## config.mk

```make
export PLATFORM = sky130hd
export DESIGN_NAME = cue_aim_controller
export DESIGN_NICKNAME = d
export VERILOG_FILES = /design/src/rtl/cue_aim_controller.sv
export SDC_FILE = /design/constraint.sdc
export NUM_CORES = 1
export LEC_CHECK = 0
export ABC_AREA = 1
export BUFFER_PORTS_ARGS = -buffer_cell sky130_fd_sc_hd__clkbuf_2
export CORE_ASPECT_RATIO = 0.5
export CORE_UTILIZATION = 50
export DETAILED_ROUTE_END_ITERATION = 16
export PLACE_DENSITY = 0.65
export RECOVER_POWER = 50
export SLEW_MARGIN = 20
export SYNTH_ARGS = -nofsm -noshare
export SYNTH_HDL_FRONTEND = slang
export SYNTH_SLANG_ARGS = --single-unit
export TNS_END_PERCENT = 5
```

## constraint.sdc

```tcl
create_clock -name clk -period 3.33 [get_ports clk]
set_input_delay 0.666 -clock clk [delete_from_list [all_inputs] [get_ports clk]]
set_output_delay 0.666 -clock clk [all_outputs]
set_load 0.02 [all_outputs]
```

## src/rtl/cue_aim_controller.sv

```systemverilog
// Shot-aim controller for the cue ball: turns held direction keys into a
// saturated signed X/Y launch velocity, fires one load strobe on an Enter
// edge, then holds off re-aiming until the cooldown has elapsed and the
// table is still.
//
// state | meaning
// IDLE  | aiming not allowed, velocity held at zero
// AIM   | per-frame key integration with acceleration and clamping
// FIRE  | single cycle, velocityWriteEnable asserted with the frozen vector
// WAIT  | velocity cleared, cooldown frames counted, waits for table to settle
module cue_aim_controller #(
  parameter int VEL_W           = 11,
  parameter int VEL_LIMIT       = 200,
  parameter int STEP_MIN        = 1,
  parameter int STEP_MAX        = 4,
  parameter int ACCEL_FRAMES    = 16,
  parameter int COOLDOWN_FRAMES = 30
) (
  input  logic                    clk,
  input  logic                    resetN,
  input  logic                    aimEnable,
  input  logic                    startOfFrame,
  input  logic                    key2IsPressed,
  input  logic                    key8IsPressed,
  input  logic                    key4IsPressed,
  input  logic                    key6IsPressed,
  input  logic                    keyEnterIsPressed,
  input  logic                    ballsMoving,
  output logic signed [VEL_W-1:0] newVelocityX,
  output logic signed [VEL_W-1:0] newVelocityY,
  output logic                    velocityWriteEnable,
  output logic [1:0]              aimState
);

  // Two guard bits keep value +/- STEP_MAX from wrapping before the clamp.
  localparam int EXT_W  = VEL_W + 2;
  localparam int HOLD_W = $clog2(ACCEL_FRAMES + 1);
  localparam int COOL_W = $clog2(COOLDOWN_FRAMES + 1);

  localparam logic [HOLD_W-1:0]       HOLD_SAT  = HOLD_W'(ACCEL_FRAMES);
  localparam logic [COOL_W-1:0]       COOL_SAT  = COOL_W'(COOLDOWN_FRAMES);
  localparam logic signed [EXT_W-1:0] STEP_SLOW = EXT_W'(STEP_MIN);
  localparam logic signed [EXT_W-1:0] STEP_FAST = EXT_W'(STEP_MAX);
  localparam logic signed [EXT_W-1:0] LIMIT_HI  = EXT_W'(VEL_LIMIT);
  localparam logic signed [EXT_W-1:0] LIMIT_LO  = -LIMIT_HI;

  typedef enum logic [1:0] {
    IDLE = 2'd0,
    AIM  = 2'd1,
    FIRE = 2'd2,
    WAIT = 2'd3
  } aimPhase_t;

  aimPhase_t state, nextState;

  logic signed [VEL_W-1:0] velX, velY;
  logic signed [VEL_W-1:0] stepVelX, stepVelY;
  logic [HOLD_W-1:0]       holdX, holdY;
  logic [HOLD_W-1:0]       stepHoldX, stepHoldY;
  logic [COOL_W-1:0]       coolCnt;
  logic                    enterPrev;
  logic                    enterRise;
  logic                    aimNonZero;
  logic                    fireRequest;
  logic                    cooldownDone;

  // Next velocity for one axis: step sized by the pre-increment hold count,
  // computed wide and clamped so the output never exceeds the limit.
  function automatic logic signed [VEL_W-1:0] axisVel(
    input logic signed [VEL_W-1:0] cur,
    input logic                    plusKey,
    input logic                    minusKey,
    input logic [HOLD_W-1:0]       hold
  );
    logic signed [EXT_W-1:0] wide;
    logic signed [EXT_W-1:0] step;
    logic signed [EXT_W-1:0] sum;
    wide = {{2{cur[VEL_W-1]}}, cur};
    step = (hold < HOLD_SAT) ? STEP_SLOW : STEP_FAST;
    sum  = wide;
    if (plusKey && !minusKey) begin
      sum = wide + step;
    end else if (minusKey && !plusKey) begin
      sum = wide - step;
    end
    if (sum > LIMIT_HI) begin
      sum = LIMIT_HI;
    end else if (sum < LIMIT_LO) begin
      sum = LIMIT_LO;
    end
    return sum[VEL_W-1:0];
  endfunction

  // Hold counter: counts frames with exactly one key of the pair held.
  function automatic logic [HOLD_W-1:0] axisHold(
    input logic              plusKey,
    input logic              minusKey,
    input logic [HOLD_W-1:0] hold
  );
    if (plusKey == minusKey) begin
      return '0;
    end
    if (hold == HOLD_SAT) begin
      return hold;
    end
    return hold + HOLD_W'(1);
  endfunction

  assign stepVelX  = axisVel(velX, key6IsPressed, key4IsPressed, holdX);
  assign stepVelY  = axisVel(velY, key2IsPressed, key8IsPressed, holdY);
  assign stepHoldX = axisHold(key6IsPressed, key4IsPressed, holdX);
  assign stepHoldY = axisHold(key2IsPressed, key8IsPressed, holdY);

  // enterPrev resets high so an Enter already held at reset cannot fire.
  assign enterRise    = keyEnterIsPressed & ~enterPrev;
  assign aimNonZero   = (velX != '0) || (velY != '0);
  assign fireRequest  = enterRise && aimNonZero;
  assign cooldownDone = (coolCnt == COOL_SAT) && !ballsMoving;

  // State register.
  always_ff @(posedge clk) begin
    if (!resetN) begin
      state <= IDLE;
    end else begin
      state <= nextState;
    end
  end

  // Next-state logic; in AIM, losing aimEnable outranks a fire request.
  always_comb begin
    nextState = state;
    case (state)
      IDLE: if (aimEnable) nextState = AIM;
      AIM: begin
        if (!aimEnable) begin
          nextState = IDLE;
        end else if (fireRequest) begin
          nextState = FIRE;
        end
      end
      FIRE: nextState = WAIT;
      WAIT: begin
        if (cooldownDone) begin
          nextState = aimEnable ? AIM : IDLE;
        end
      end
      default: nextState = IDLE;
    endcase
  end

  // Outputs are decoded from registered state only, so the strobe is glitch-free.
  always_comb begin
    velocityWriteEnable = (state == FIRE);
    aimState            = state;
    newVelocityX        = velX;
    newVelocityY        = velY;
  end

  // Velocity, hold and cooldown datapath; a fire request discards the frame update.
  always_ff @(posedge clk) begin
    if (!resetN) begin
      velX      <= '0;
      velY      <= '0;
      holdX     <= '0;
      holdY     <= '0;
      coolCnt   <= '0;
      enterPrev <= 1'b1;
    end else begin
      enterPrev <= keyEnterIsPressed;
      case (state)
        IDLE: begin
          velX  <= '0;
          velY  <= '0;
          holdX <= '0;
          holdY <= '0;
        end
        AIM: begin
          if (!aimEnable) begin
            velX  <= '0;
            velY  <= '0;
            holdX <= '0;
            holdY <= '0;
          end else if (!fireRequest && startOfFrame) begin
            velX  <= stepVelX;
            velY  <= stepVelY;
            holdX <= stepHoldX;
            holdY <= stepHoldY;
          end
        end
        FIRE: begin
          velX    <= '0;
          velY    <= '0;
          holdX   <= '0;
          holdY   <= '0;
          coolCnt <= '0;
        end
        WAIT: begin
          if (startOfFrame && (coolCnt != COOL_SAT)) begin
            coolCnt <= coolCnt + COOL_W'(1);
          end
        end
        default: begin
          velX <= '0;
          velY <= '0;
        end
      endcase
    end
  end

endmodule

```

==> qor.csv <==
metric,value,unit
max-slew violation count,0,
final clock skew,0.00525,ns
via count,3504,
maximum clock frequency,396,MHz
standard-cell row count,20,
CTS sink cnt,40,
Design Power,1.30,mW
Area Growth Syn to Fin,10.6,%
status,"complete, no violations",
"Reg clk slew, reported paths",0.06,ns
Root Buffer,clkbuf_16,
top-area cell type share of the netlist area,0.234,
synth warn,0,
Worst-Skew Late Latency,0.29,ns
Synth area leaders,"dfxtp_1 23%, nand2_1 19%, inv_1 8.8%, ha_1 8.0%, nand3_1 7.6%",
final net count,627,
crit path max fanout,11,
Async SR Flop Fraction,0,
# diodes,0,
Die Wd,119,microns
1st-iter DRT viols,206,
initial antenna violation count,0,
gpl congestion,0.871,
drt wl/cell,12.5,microns
Syn Nets,595,
layout cell share with drive strength beyond 1,0.0940,
hold-fix buffers at CTS,0,
Tcrit/Tclk final,0.757,
DRT Wirelength,8520,microns
"top cells by count, synth","174 x nand2_1, 80 x inv_1, 52 x nand3_1, 48 x nor2_1, 40 x dfxtp_1",
first-pass GRT wire length,14000,microns
post-detailed-route count of antenna-violating nets,0,
minimum clock period,2.52,ns
#FFs+latches synth,40,
post-CTS sizing,0,
"Avg Cell Area, Syn",6.08,sq um
Fill cells,659,
critical path startpoint category,primary input,
"EDFF count, synth",0,
post-route DRC violation count,0,
die extent in y,60.5,microns
Peak supply drop,0.000191,V
die area,7200,sq um
DR vias/cell,5.12,
area of the core,6330,sq um
max_cap viols,0,
Global Route Usage Sum,0.248,
WP data required,3.45,ns
Slew headroom,0.360,
"Setup violations, final",0,
Mapped Area,3420,sq um
power per cell area,343,nW/um^2
Leak,1.78,nW
Post-Syn Instances,563,
Slew @ Worst Pin,0.959,ns
total CTS buffers,5,
cell taking the most area after synthesis,dfxtp_1,
Final Hold Vio Count,0,
DR pass1 iterations,4,
grt ovf,0,
vias in the first global route,2976,
dpl hpwl,6620,microns
setup repair bufs after CTS,0,
IO Port Bufs,34,
RSZ-0062 raised after global routing,false,
predominant post-synthesis flop cell,dfxtp_1,
largest net degree at the start of global routing,29,
Worst setup EP type,flop,
Hold Path Class,flop to flop,
post-synthesis cell type count,42,
top-count cell post-synth,nand2_1,
Initial Utilization,0.541,
IO Pins,35,
Bufs on Longest Clock Path,2,
setup_tns,0,ns
Crit path arrival time,2.65,ns
kind of critical path,primary input to flop,
CTS tree,done,
# H-tree levels,2,
post-synthesis sequential area ratio,0.234,
[cell type report]
cell class                 count  area, sq um  area share
clock buffer                   6          129      0.0340
clock inverter                 2         35.0     0.00925
inverter                      86          327      0.0862
multi-input combinational    426         2240       0.591
sequential                    40          801       0.211
tap                           88          110      0.0291
timing repair buffer          36          149      0.0393
[final timing paths]
check	startpoint	to	slack, ns	cells past startpoint
min	coolCnt[0]	coolCnt[0]	0.49	1
max	key4IsPressed	newVelocityX[5]	0.81	19
max reg2reg	holdY[4]	newVelocityY[3]	0.93	15
min reg2reg	coolCnt[0]	coolCnt[0]	0.49	1
[cell families (layout without fill, tap and decap cells)]
logic type | Yosys count | count (layout) | share of synthesized area
buffers and inverters | 97 | 130 | 0.113
XOR/XNOR | 7 | 7 | 0.0179
adder cells (fa/ha/maj) | 22 | 22 | 0.0804
AND/OR/NAND/NOR | 336 | 336 | 0.452
flip-flops | 40 | 40 | 0.234
AO/OA/AOI/OAI | 61 | 61 | 0.103
[flip-flops by register name, summed over array words and instances, names as in the netlist, named ones only]
name and flops:
enterPrev 1, holdX 5, newVelocityY 11, coolCnt 5, holdY 5, aimState 1
newVelocityX 11
[per-stage QoR]
stage	hold WS, ns	setup slack, ns	instance area, sq um	cells	util
finish	0.492	0.808	3790	684	0.598
detailed placement	0.484	0.513	3660	676	0.578
CTS	0.495	0.812	3820	684	0.604
global route	0.523	0.521	3790	684	0.598
floorplan	0.454	1.10	3420	563	-
global placement	0.484	0.553	3660	676	0.578
[where the power goes]
group / leakage (nW) / switching [mW] / internal [mW]
Sequential: 0.323 / 0.0160 / 0.488
Clock: 0.0808 / 0.197 / 0.353
Combinational: 1.38 / 0.166 / 0.0791
Total: 1.78 / 0.379 / 0.919
[critical path, stage by stage]
cell and delay [ns]:
clkbuf_2 0.09, inv_1 0.04, ha_1 0.18, buf_4 0.17, inv_1 0.21, nand3_1 0.14, nor2_1 0.19, nand2_1 0.09
nand2_1 0.06, nand2_1 0.04, nand2_1 0.09, inv_1 0.05, nor2_1 0.10, nand2_1 0.06, nand2_1 0.07, nand2_2 0.10
and2_4 0.16, nand2_1 0.05, a21oi_1 0.06
[metal layers]
metal	GRT usage	wire length [microns]	vias to the layer above
li1	-	-	1861
met3	0.0498	396	6
met4	0.0542	50	0
met2	0.403	3660	57
met5	0	0	-
met1	0.346	4410	1580
[cell usage in the layout (no fill, tap or decap), drive strengths merged]
cell and n:
nand2 187, inv 85, nand3 56, nor2 54
clkbuf 41, dfxtp 40, a21oi 40, ha 22
nand4 18, o21ai 15, nor3 12, xor2 5
nand3b 4, xnor2 2, a211oi 2, clkinv 2
and2 2, or2 1, a21boi 1, and3 1
o311ai 1, o31ai 1, o21bai 1, nor3b 1
bufinv 1, buf 1
Power figures use the tool's default switching activity.
